--- config.mk ---
export PLATFORM = sky130hd
export DESIGN_NAME = apb_slave
export DESIGN_NICKNAME = d
export VERILOG_FILES = /design/src/rtl/apb_pkg.sv /design/src/rtl/apb_slave_regs.sv /design/src/rtl/apb_slave.sv
export SDC_FILE = /design/constraint.sdc
export NUM_CORES = 1
export LEC_CHECK = 0
export CAP_MARGIN = 25
export CORE_MARGIN = 1.5
export CORE_UTILIZATION = 55
export DETAILED_ROUTE_END_ITERATION = 10
export HOLD_SLACK_MARGIN = 0.1
export PLACE_DENSITY = 0.77
export SLEW_MARGIN = 10
export SYNTH_ARGS = -nofsm -noshare
export SYNTH_HDL_FRONTEND = slang
export SYNTH_SLANG_ARGS = --single-unit
--- constraint.sdc ---
create_clock -name clk -period 4.4 [get_ports clk]
set_clock_uncertainty 0.15 [all_clocks]
set_input_delay 0.88 -clock clk [delete_from_list [all_inputs] [get_ports clk]]
set_output_delay 0.88 -clock clk [all_outputs]
set_load 0.1 [all_outputs]
--- src/rtl/apb_pkg.sv ---
// Shared types and constants for the APB register slave.
package apb_pkg;

  typedef enum logic {
    ST_IDLE   = 1'b0,
    ST_ACCESS = 1'b1
  } apb_slv_state_t;

  localparam int unsigned NUM_REGS  = 8;
  localparam int unsigned IDX_W     = 3;
  localparam logic [31:0] DEFAULT_ID = 32'hA9B0_0001;

endpackage

--- src/rtl/apb_slave_regs.sv ---
// Register file for the APB slave: REG0 is a read-only ID, REG1..REG7 are read/write.
module apb_slave_regs
  import apb_pkg::*;
#(
  parameter logic [31:0] ID_VALUE = DEFAULT_ID
) (
  input  logic             clk,
  input  logic             reset_n,
  input  logic             wr_en_i,
  input  logic [IDX_W-1:0] idx_i,
  input  logic [31:0]      wr_data_i,
  output logic [31:0]      rd_data_o
);

  logic [31:0] regs_q [NUM_REGS];
  logic [31:0] regs_d [NUM_REGS];

  // Next register contents: only the indexed entry changes on a qualified write; REG0 is never stored.
  always_comb begin
    for (int i = 0; i < NUM_REGS; i++) begin
      regs_d[i] = regs_q[i];
    end
    if (wr_en_i && (idx_i != '0)) begin
      regs_d[idx_i] = wr_data_i;
    end
  end

  // Register storage, cleared immediately by reset.
  always_ff @(posedge clk or negedge reset_n) begin
    if (!reset_n) begin
      for (int i = 0; i < NUM_REGS; i++) begin
        regs_q[i] <= '0;
      end
    end else begin
      for (int i = 0; i < NUM_REGS; i++) begin
        regs_q[i] <= regs_d[i];
      end
    end
  end

  // Read mux: index 0 returns the fixed ID, others the stored value.
  always_comb begin
    rd_data_o = regs_q[idx_i];
    if (idx_i == '0) begin
      rd_data_o = ID_VALUE;
    end
  end

endmodule

--- src/rtl/apb_slave.sv ---
// APB3 completer with a 32-byte window of eight registers and programmable wait states.
module apb_slave
  import apb_pkg::*;
#(
  parameter logic [31:0] BASE_ADDR   = 32'hDEAD_CAE0,
  parameter int unsigned WAIT_CYCLES = 2,
  parameter logic [31:0] ID_VALUE    = DEFAULT_ID
) (
  input  logic        clk,
  input  logic        reset_n,
  input  logic        psel_i,
  input  logic        penable_i,
  input  logic [31:0] paddr_i,
  input  logic        pwrite_i,
  input  logic [31:0] pwdata_i,
  output logic        pready_o,
  output logic [31:0] prdata_o,
  output logic        pslverr_o
);

  localparam logic [3:0] WAIT_INIT = 4'(WAIT_CYCLES);

  apb_slv_state_t   state_q, state_d;
  logic [3:0]       wait_cnt_q, wait_cnt_d;
  logic             addr_hit;
  logic [IDX_W-1:0] reg_idx;
  logic             access_err;
  logic             complete;
  logic             reg_wr_en;
  logic [31:0]      reg_rd_data;
  logic             unused_addr_bits;

  assign addr_hit         = (paddr_i[31:5] == BASE_ADDR[31:5]);
  assign reg_idx          = paddr_i[4:2];
  assign unused_addr_bits = ^paddr_i[1:0];
  assign access_err       = !addr_hit || (pwrite_i && (reg_idx == '0));
  assign complete         = (state_q == ST_ACCESS) && (wait_cnt_q == '0) && psel_i && penable_i;
  assign reg_wr_en        = complete && pwrite_i && !access_err;

  // State and wait counter registers, forced idle and cleared by reset.
  always_ff @(posedge clk or negedge reset_n) begin
    if (!reset_n) begin
      state_q    <= ST_IDLE;
      wait_cnt_q <= '0;
    end else begin
      state_q    <= state_d;
      wait_cnt_q <= wait_cnt_d;
    end
  end

  // Next-state logic: setup starts an access, wait states count down, deselect aborts.
  always_comb begin
    state_d    = state_q;
    wait_cnt_d = wait_cnt_q;
    case (state_q)
      ST_IDLE: begin
        if (psel_i && !penable_i) begin
          state_d    = ST_ACCESS;
          wait_cnt_d = WAIT_INIT;
        end
      end
      ST_ACCESS: begin
        if (!psel_i) begin
          state_d    = ST_IDLE;
          wait_cnt_d = '0;
        end else if (penable_i) begin
          if (wait_cnt_q == '0) begin
            state_d = ST_IDLE;
          end else begin
            wait_cnt_d = wait_cnt_q - 4'd1;
          end
        end
      end
      default: begin
        state_d    = ST_IDLE;
        wait_cnt_d = '0;
      end
    endcase
  end

  // Response outputs: only meaningful on the completing cycle, zero otherwise.
  always_comb begin
    pready_o  = complete;
    pslverr_o = complete && access_err;
    prdata_o  = '0;
    if (complete && !pwrite_i && !access_err) begin
      prdata_o = reg_rd_data;
    end
  end

  apb_slave_regs #(
    .ID_VALUE (ID_VALUE)
  ) u_regs (
    .clk       (clk),
    .reset_n   (reset_n),
    .wr_en_i   (reg_wr_en),
    .idx_i     (reg_idx),
    .wr_data_i (pwdata_i),
    .rd_data_o (reg_rd_data)
  );

endmodule

== Yosys cells after proc, flatten, opt, wreduce, memory -nomap -nowiden ==
Cells that the tools add are included.

* Output and inout port bits: 34
* Register bits after elaboration: 261
* Input port bits: 69

* Reduce and logical (&&, ||, !) cells: 21
* Add/subtract/negate cells: 1
* Mux-type cells: 18
* Magnitude comparators: 2
* Equal/unequal tests: 4
* Bitwise logic cells: 2

{| class="wikitable"
|+ Operators with widths
! cell !! number
|-
| bitwise mux 256 bit || 1
|-
| two-way mux 32 bit || 5
|-
| binary-select mux 32 bit (select 3 bit) || 1
|-
| demux 32 bit (select 3 bit) || 1
|-
| == test 27 bit, second input constant || 1
|-
| two-way mux 4 bit || 4
|-
| logical AND 1 bit || 12
|-
| one-hot mux 4 bit (2 select lines) || 1
|-
| != test 3 bit, second input constant || 2
|-
| greater-or-equal comparator 4 bit, second input constant || 1
|-
| zero test 1 bit || 4
|-
| zero test 4 bit || 1
|-
| less-than comparator 4 x 1 -> 1 bit, second input constant || 1
|-
| two-way mux 1 bit || 4
|-
| inverter 3 -> 4 bit || 1
|-
| subtractor 4 x 1 -> 4 bit, second input constant || 1
|-
| zero test 3 bit || 1
|-
| AND reduction 3 bit || 1
|-
| nonzero test 3 bit || 1
|-
| != test 2 bit, second input constant || 1
|-
| one-hot mux 1 bit (2 select lines) || 1
|-
| logical OR 1 bit || 1
|-
| inverter 1 bit || 1
|}

== Longest topological paths before layout ==
Gate-level depths: netlist (run 1).

* Depth after elaboration: 7
* Mapped depth: 9

== Cells and area by module ==
A second synthesis (run 1) with hierarchy kept.

* Cells, all modules: 817
* Area total of the unflattened synthesis: 11224.5 sq um

{| class="wikitable"
|+ By module, submodules not included
! module !! seq. area each (sq um) !! area each (sq um) !! instances !! cells each
|-
| apb_slave_regs || 5605.4 || 10114.7 || 1 || 687
|-
| apb_slave || 125.1 || 1109.8 || 1 || 130
|}

== Worst setup path before layout (run 1) ==
Ideal clock, no wire load.

* Kind: input port to output port
* Start: input paddr_i[13]
* End: output prdata_o[10]
* Setup slack: -686 ps
* Path buffers: 3
* Stages: 7
* Arrival time: 4056 ps
* Cells stage by stage: nand4b_1 or4_1 buf_2 or4_4 buf_6 buf_6 a31oi_1

* Longest elaborated chain between the ends: 6

{| class="wikitable"
|+ RTL lines
! item !! line !! RTL
|-
| start: declaration || apb_slave.sv:13 || <nowiki>input logic [31:0] paddr_i,</nowiki>
|-
| == test 27 bit || apb_slave.sv:33 || <nowiki>assign addr_hit = (paddr_i[31:5] == BASE_ADDR[31:5]);</nowiki>
|-
| zero test 1 bit || apb_slave.sv:36 || <nowiki>assign access_err = !addr_hit || (pwrite_i && (reg_idx == '0));</nowiki>
|-
| logical OR 1 bit || apb_slave.sv:36 ||
|-
| zero test 1 bit || apb_slave.sv:86 || <nowiki>if (complete && !pwrite_i && !access_err) begin</nowiki>
|-
| logical AND 1 bit || apb_slave.sv:86 ||
|-
| two-way mux 32 bit || apb_slave.sv:86 ||
|-
| end: declaration || apb_slave.sv:17 || <nowiki>output logic [31:0] prdata_o,</nowiki>
|}

Every way passes these cells.

== Worst setup path after layout (run 1) ==
* Start: input paddr_i[15]
* End: output prdata_o[20]

The elaborated chain is that of the path after synthesis.

==> results of run 1 <==
-- Yosys cell counts (2+ instances only) --
library cell  number  area, um^2
a21oi_2            5        43.8
a31oi_1           21         131
dfrtp_1          229        5730
nor3_1             2        10.0
nand4b_1           4        35.0
mux2_1            16         180
nor2_1             7        26.3
mux2_2           213        2400
buf_2              2        10.0
clkbuf_1          28         105
ha_1               2        25.0
a22o_1             2        17.5
a21o_1             5        37.5
inv_1              7        26.3
nand4bb_1          2        22.5
xor2_1             2        17.5
a21oi_1           13        65.1
a221oi_1           2        17.5
nand2_1           86         323
a31oi_2            3        37.5
nand3_1            7        35.0
mux2i_1           58         581
buf_1              5        18.8
o21ai_0            9        45.0
nor2b_1            8        50.1
nor4_4             7         149
buf_6             26         293
a211oi_1           5        37.5
o2bb2ai_1         50         438
-- area by class of cell --
class	count	area share (%)
clock inverters	13	1.28
flip-flops and latches	229	41.5
repair buffers	137	12.1
clock buffers	33	5.11
inverters	8	0.217
multi-input cells	542	37.4
well taps	265	2.40
-- worst max-delay path: cells and delay by family --
kind	cells	cell delay (ps)
compound gates	1	210
simple gates	3	1280
buf+inv	3	880
-- power groups by stage --
stage	Sequential [W]	Combinational, W	Clock, W
final	0.00212	0.000294	0.00221
after global placement	0.00216	0.000290	0
after global routing	0.00212	0.000322	0.00234
after floorplan	0.00216	0.000117	0
after CTS	0.00212	0.000297	0.00224
after detailed placement	0.00216	0.000296	0
-- flip-flops by register name, summed over array words and instances (netlist names) --
name           count
u_regs.regs_q    224
wait_cnt_q         4
state_q            1
-- kinds of logic (layout without fill, tap and decap cells) --
group | Yosys count | in the layout | synth area share [%]
XOR/XNOR | 3 | 3 | 0.238
buffers and inverters | 70 | 191 | 4.21
AND/OR/NAND/NOR | 131 | 131 | 6.46
multiplexers | 288 | 288 | 28.8
AO/OA/AOI/OAI | 118 | 118 | 8.12
adder cells (fa/ha/maj) | 2 | 2 | 0.227
flip-flops | 229 | 229 | 51.9
-- through the flow --
stage,std cells,total power [W],cell area (um^2)
5_1_grt,1227,0.00478,13800
2_1_floorplan,841,0.00227,11300
6_report,1227,0.00462,13800
3_5_place_dp,1181,0.00245,12900
4_1_cts,1227,0.00466,13800
3_3_place_gp,1181,0.00245,12900
-- worst min path at each step --
stage,from,to,slack [ps],cells after the start
2_1_floorplan,u_regs.regs_q[32],u_regs.regs_q[32],310,1
3_3_place_gp,u_regs.regs_q[20],u_regs.regs_q[20],320,1
3_5_place_dp,u_regs.regs_q[30],u_regs.regs_q[30],320,1
4_1_cts,reset_n,u_regs.regs_q[70],310,1
5_1_grt,reset_n,u_regs.regs_q[70],350,1
6_report,reset_n,u_regs.regs_q[70],240,1
-- per-layer routing --
layer  share of wire, %  track usage [%]  up-vias
met2                 50             43.5      150
li1                   -                -     3284
met5                  0                0        -
met3                3.6             3.26       36
met1                 44             34.6     3791
met4                1.8             6.33        0
==> results, run 1 <==
- The fraction of layout instances using a drive strength above 1 is around 39%.
- The detail-routed via count per cell is 5.92.
- Counting the fill cells in the layout gives approximately 1300.
- OpenSTA, run right after detailed placement, puts the worst setup slack at about 94 ps.
- The number of setup violations in the final report is 0.
- The post-synthesis area per instance is 13.1 um^2.
- The reg-to-reg startpoint is wait_cnt_q[0].
- The reported max-cap violation count is 0.
- Entering global routing, the biggest net connects ~120 pins.
- The final max-slew violation count was 0.
- The routed wire length is 25600 um.
- The achievable clock frequency is approximately 230 MHz.
- The largest stage delay on the critical path is 630 ps.
- For the worst-skew pair, the clock arrives at the later sink with an insertion delay of 510 ps.
- The number of synthesis warnings is 0.
- The routability-driven placement congestion ratio is between 0.7 and 0.8.
- In this run the worst path has a maximum fanout of 8.
- The maximum vdd ir drop is approximately 0.34 mV.
- The worst hold-check path type is input port to asynchronous set/reset pin.
- The clock passes through at most 3 buffers.
- The number of nets in the layout is 1014.
- Of the synthesized area, sequential elements account for about half.
- Input and output buffers added on the ports amount to 100.
- STA classifies the critical path endpoint as a primary output.
- The kind of start point of the critical path is an input port.
- The worst hold-check slack is about 240 ps.
- The count of inserted antenna diode cells is 0.
- The most numerous cell type found on the critical path is buf_12.
- The number of setup buffers added after CTS is 0.
- The synthesized net count is slightly above 900.
- The clock period minus worst slack is between 4000 and 5000 ps.
- The number of antenna violations at the first check in global routing is 0.
- The worst register-to-register path ends at u_regs.regs_q[18].
- After routing, the total negative slack on setup checks comes to 0 ps.
- The number of buffers inserted for hold repair after clock tree synthesis is 0.
- The primary flip-flop cell chosen by synthesis mapping is dfrtp_1.
- The overall routing resource usage is between 20 and 30%.
- Once layout is complete, the utilization of the core stands at 70.5%.
- Setup repair after global routing left no endpoint under its margin.
- The area enclosed by the die boundary is around 21000 um^2.
- The internal power of the cells totals 0.00359 W.
- The clock root buffer is clkbuf_16.
- The maximum level of the CTS H-tree is 1.
- The clock drives around 230 sinks.
- The power per cell area is roughly 330 nW/um^2.
- Traced cell by cell, the critical path runs through clkdlybuf4s50_1 > nand4b_1 > or4_1 > or4_4 > buf_12 > a21oi_2 > buf_12.
- The first-pass GRT wire length is 40900 um.
- Counting flops with a built-in enable in the synthesized netlist gives 0.
- Data on the critical path is required at its endpoint by 3370 ps.
- The number of different library cells in the post-synthesis netlist is 44.
- The most frequent standard cell in the layout excluding fill and tap cells is dfrtp_1.
- Once detailed placement completed, the half-perimeter wirelength came to 15100 um.
- The static leakage power is 6.33 nW.
- The proportion of power drawn by the clock network is a little under half.
- Counting flops and latches in the post-synthesis netlist gives ~230.
- The final routed DRC violation total is 0.
- The depth of the worst register-to-register path is 8.
- The area of the multi-input gates is slightly above 5000 um^2.
- Compared with the post-synthesis result, the final layout area differs by 25.1%.
- The worst-case setup margin in the final layout is between 100 and 150 ps.
- The total core area is between 15000 and 20000 um^2.
- The worst-margin pin slew is roughly 940 ps.
- In this run the cell area of the synthesized design comes to ~11000 um^2.
- The starting utilization of the core area is a little under three fifths.
- The worst-case headroom to the max-slew limit is around 37%.
- The most critical setup path has its endpoint at prdata_o[20].
- The final number of hold-violating endpoints is 0.
- In the final routed layout, each cell accounts on average for between 20 and 25 um.
- TritonCTS built the clock tree.
- The floorplan has 51 rows.
- The via count of the first global-routing pass was about 7700.
- The clock-pin slew on the worst setup and hold paths is 60 ps.
- The endpoint arrival time on the critical path is between 3000 and 4000 ps.
- The setup slack of the worst register-to-register path is between 1000 and 1500 ps.
- In this run switching power makes up about 22% of total power.
- After layout, the worst path uses 97.5% of the clock period.
- The cell count after synthesis is roughly 840.
- The clock buffer count from CTS is 25.
- The y dimension of the die is 145 um.
- The detailed router placed between 7000 and 8000 vias in this run.
- The number of antenna-violating nets in the routed design is 0.
- Gates resized during post-CTS repair numbered 0.
- Pin placement for this block handled roughly 100 I/O pins.
- Counting flops with an async set or reset pin after synthesis yields a share of between 90% and 100%.
- The iteration count of the initial detailed-routing pass is 4.
- The critical path starts at paddr_i[15].
- In this run, the combinational gates consume under 10% of the power.
- On the critical path, the stage with the largest delay is an instance of or4_4.
- The total overflow left after global routing is 0.
- The area occupied by registers is 5730 um^2.
- The run finished with clean final reports.
- The type of the worst setup path is input port to primary output.
- The register share of total power is between 40% and 50%.
- In this run the power spent charging and discharging nets is just over 0.001 W.
- The chip width is approximately 140 um.
- The number of DRC markers after the initial detailed-route iteration is slightly above 400.
- The top cell types in the final layout, fill and taps aside, are 229 x dfrtp_1, 213 x mux2_2, 86 x nand2_1.
(Power assumes the default switching activity.)
==> run 2, diff against run 1 <==
Settings changed: CORE_UTILIZATION 55 to 45, PLACE_DENSITY 0.77 to 0.65.
==> run 2 against run 1 <==
Die area increased by 22%. Cell count increased by 4.7%. Non-clock buffer count increased by 3. Critical path depth increased by 1. Core utilization decreased by 13 points. Largest power group is now registers.
==> results, run 2 (synthesis gave the netlist of run 1 again) <==
- The met3 routing resource usage after global routing is 2.81% (-0.45 points).
- The library cell used most frequently in the layout, excluding fill and tap cells, is dfrtp_1.
- The worst-margin pin slew is 818 ps (-126 ps).
- The maximum level of the CTS H-tree came to 1 (unchanged).
- The static leakage power is 6.32 nW (-0.10%).
- The endpoint arrival time on the critical path is 3210 ps (-50 ps).
- The type of the worst setup path is input port to primary output.
- The final routed DRC violation total is 0 (unchanged).
- The achievable clock frequency is 236 MHz (+1.3%).
- The proportion of power drawn by the clock network is 46.2% (-1.6 points).
- The fraction of layout instances using a drive strength above 1 was 38.7% (-0.064 points).
- TritonCTS built the clock tree.
- The starting utilization of the core area is 45.7% (-11 points).
- The routed wire length was 25400 um (-0.88%).
- The largest fanout on the critical path was 14 (+6).
- The share of the cycle needed by the critical path after routing is 96.3% (-1.2 points).
- The power per cell area is 324 nW/um^2 (-3.2%).
- The register containing the most flip-flops in the final layout is u_regs.regs_q.
- The routed length per instance was 19.7 um (-5.4%).
- The layer with the highest usage is met2.
- The routability-driven placement congestion ratio was 0.701 (-6.8%).
- The number of DRC markers after the initial detailed-route iteration came to 279 (-32%).
- The post-route non-filler standard cell count was 1285 (+4.7%).
- The count of inserted antenna diode cells was 0 (unchanged).
- The maximum vdd ir drop is 0.156 mV (-54%).
- The register share of total power is 47.3% (+1.4 points).
- The worst setup path is captured at a primary output.
- The number of setup buffers added after CTS is 0 (unchanged).
- The clock period minus worst slack is 4240 ps (-53.6 ps).
- The met2 usage is 32.7% (-11 points).
- The number of gates given a new drive strength after cts was 0 (unchanged).
- The number of standard-cell rows in the floorplan came to 57 (+12%).
- The clock network latency to the later pin of the worst-skew pair is 510 ps (about the same).
- The half-perimeter wire length of the detailed placement result is 14900 um (-1.3%).
- The clock-pin slew on the worst setup and hold paths is 60 ps (about the same).
- The clock root buffer is clkbuf_16.
- The overall via count from detail_route is 7036 (-3.1%).
- The number of flip-flops in the largest register is 224 (unchanged).
- In this run the critical register-to-register path is launched from wait_cnt_q[0].
- The flow ran to the end, and the final reports show no timing, DRC or antenna violations.
- The total core area is 24200 um^2 (+23%).
- The leftover overflow at the end of global routing is 0 (unchanged).
- The worst-case headroom to the max-slew limit is 45.5% (+8.4 points).
- The via count of the first global-routing pass is 7369 (-4.1%).
- The I/O pin total was 103 (unchanged).
- The utilization after layout is 57.3% (-13 points).
- The final max-slew violation count is 0 (unchanged).
- The worst setup slack before clock tree synthesis is 94.3 ps (+0.698 ps).
- The final sum of negative setup slack is 0 ps (unchanged).
- The met1 usage came to 29.9% (-4.7 points).
- The chip width came to 160 um (+10%).
- The setup slack of the worst register-to-register path was 1350 ps (+70 ps).
- The y dimension of the die is 160 um (+10%).
- The net switching fraction of the power is 22.7% (+0.36 points).
- The final number of hold-violating endpoints is 0 (unchanged).
- The required time of the critical path came to 3370 ps (about the same).
- The number of antenna-violating nets in the routed design is 0 (unchanged).
- The number of nets in the layout is 1017 (+0.30%).
- The clock buffer count from CTS is 25 (unchanged).
- The first-pass GRT wire length was 41400 um (+1.0%).
- The iteration count of the initial detailed-routing pass is 4 (unchanged).
- Compared with the post-synthesis result, the final layout area differs by 25.5%.
- The largest registers in the layout are u_regs.regs_q (224), wait_cnt_q (4), state_q (1).
- The largest net degree at the start of global routing came to 106 (-15%).
- The area enclosed by the die boundary is 25500 um^2 (+22%).
- The cell-internal power came to 0.00347 W (-3.4%).
- The number of clock sinks is 229 (unchanged).
- The number of setup violations in the final report is 0 (unchanged).
- The cell count after placement is 1243 (+5.2%).
- The number of buffers inserted for hold repair after clock tree synthesis is 0 (unchanged).
- The number of input and output port buffers inserted came to 100 (unchanged).
- The detail-routed via count per cell is 5.48 (-7.5%).
- Setup repair after global routing left no endpoint under its margin.
- The worst setup path is launched from an input port.
- The end of the worst register-to-register path is u_regs.regs_q[210].
- The number of buffers on the longest clock path came to 3 (unchanged).
- The overall routing resource usage came to 20.5% (-5.0 points).
- The overall power after layout is 0.00449 W (-2.9%).
- The depth of the worst register-to-register path was 8 (unchanged).
- The worst-case setup margin in the final layout is 164 ps (+53.6 ps).
- The power spent charging and discharging nets came to 0.00102 W (-1.4%).
- The reported max-cap violation count is 0 (unchanged).
- The tightest min-delay check is of the input port to asynchronous set/reset pin type.
- The final-layout fill cell count was 1986 (+48%).
- Leaving out fill and tap cells, the most frequent cells in the layout are 229 x dfrtp_1, 213 x mux2_2, 86 x nand2_1.
- The number of antenna violations at the first check in global routing is 0 (unchanged).
- The proportion of power drawn by combinational gates is 6.5% (about the same).
## run 2: changes by cell type in the layout (fill, tap and decap cells not counted)
| cell | previous run | this run |
|---|---|---|
| buf_4 | 33 | 34 |
| buf_12 | 39 | 41 |
| inv_6 | 1 | 0 |
| bufinv_16 | 4 | 3 |
| clkinv_2 | 5 | 9 |
| clkbuf_8 | 5 | 2 |
| clkinvlp_4 | 3 | 0 |
## run 2: worst max-delay path by stage
| stage | slack [ps] | from | depth (start not counted) | endpoint |
|---|---|---|---|---|
| final | 160 | paddr_i[31] | 8 | prdata_o[1] |
| after global routing | 20 | wait_cnt_q[0] | 9 | prdata_o[2] |
| after CTS | 80 | paddr_i[31] | 8 | prdata_o[1] |
| after detailed placement | 90 | paddr_i[31] | 8 | prdata_o[1] |
| after global placement | 120 | paddr_i[31] | 8 | prdata_o[1] |
| after floorplan | -560 | paddr_i[13] | 6 | prdata_o[1] |
## run 2: power by group through the flow
stage / registers, W / clock network [W] / logic (W)
2_1_floorplan: 0.00216 / 0 / 0.000117
3_3_place_gp: 0.00216 / 0 / 0.000297
3_5_place_dp: 0.00216 / 0 / 0.000299
4_1_cts: 0.00212 / 0.00213 / 0.000300
5_1_grt: 0.00212 / 0.00221 / 0.000324
6_report: 0.00212 / 0.00207 / 0.000294
## run 2: cell type report
class | instances | area [um^2] | area share [%]
multi-input combinational | 542 | 5160 | 37.3
clock buffer | 30 | 664 | 4.80
timing repair buffer | 140 | 1720 | 12.4
tap | 324 | 405 | 2.93
clock inverter | 12 | 135 | 0.976
inverter | 8 | 30.0 | 0.217
sequential | 229 | 5730 | 41.4
## run 2: per-stage QoR
stage	hold WS, ps	instance area [um^2]
2_1_floorplan	307	11300
3_3_place_gp	317	13000
3_5_place_dp	325	13000
4_1_cts	300	13800
5_1_grt	318	13800
6_report	253	13800
## run 2: critical path, cell delays in order
cell	delay (ps)
clkdlybuf4s50_1	460
nand4b_1	90
or4_1	580
or4_4	490
buf_12	200
a31oi_1	170
buf_4	160
buf_12	170
## run 2: routing by layer
metal	share of wire, %	up-vias
met5	0	-
met4	1.0	0
met3	3.9	23
met2	47	138
met1	49	3608
li1	-	3267
==> run 3, diff against run 2 <==
Settings changed: SLEW_MARGIN 10 to unset.
==> results of run 3 <==
Final layout, timing and power as in run 2 (identical DEF).
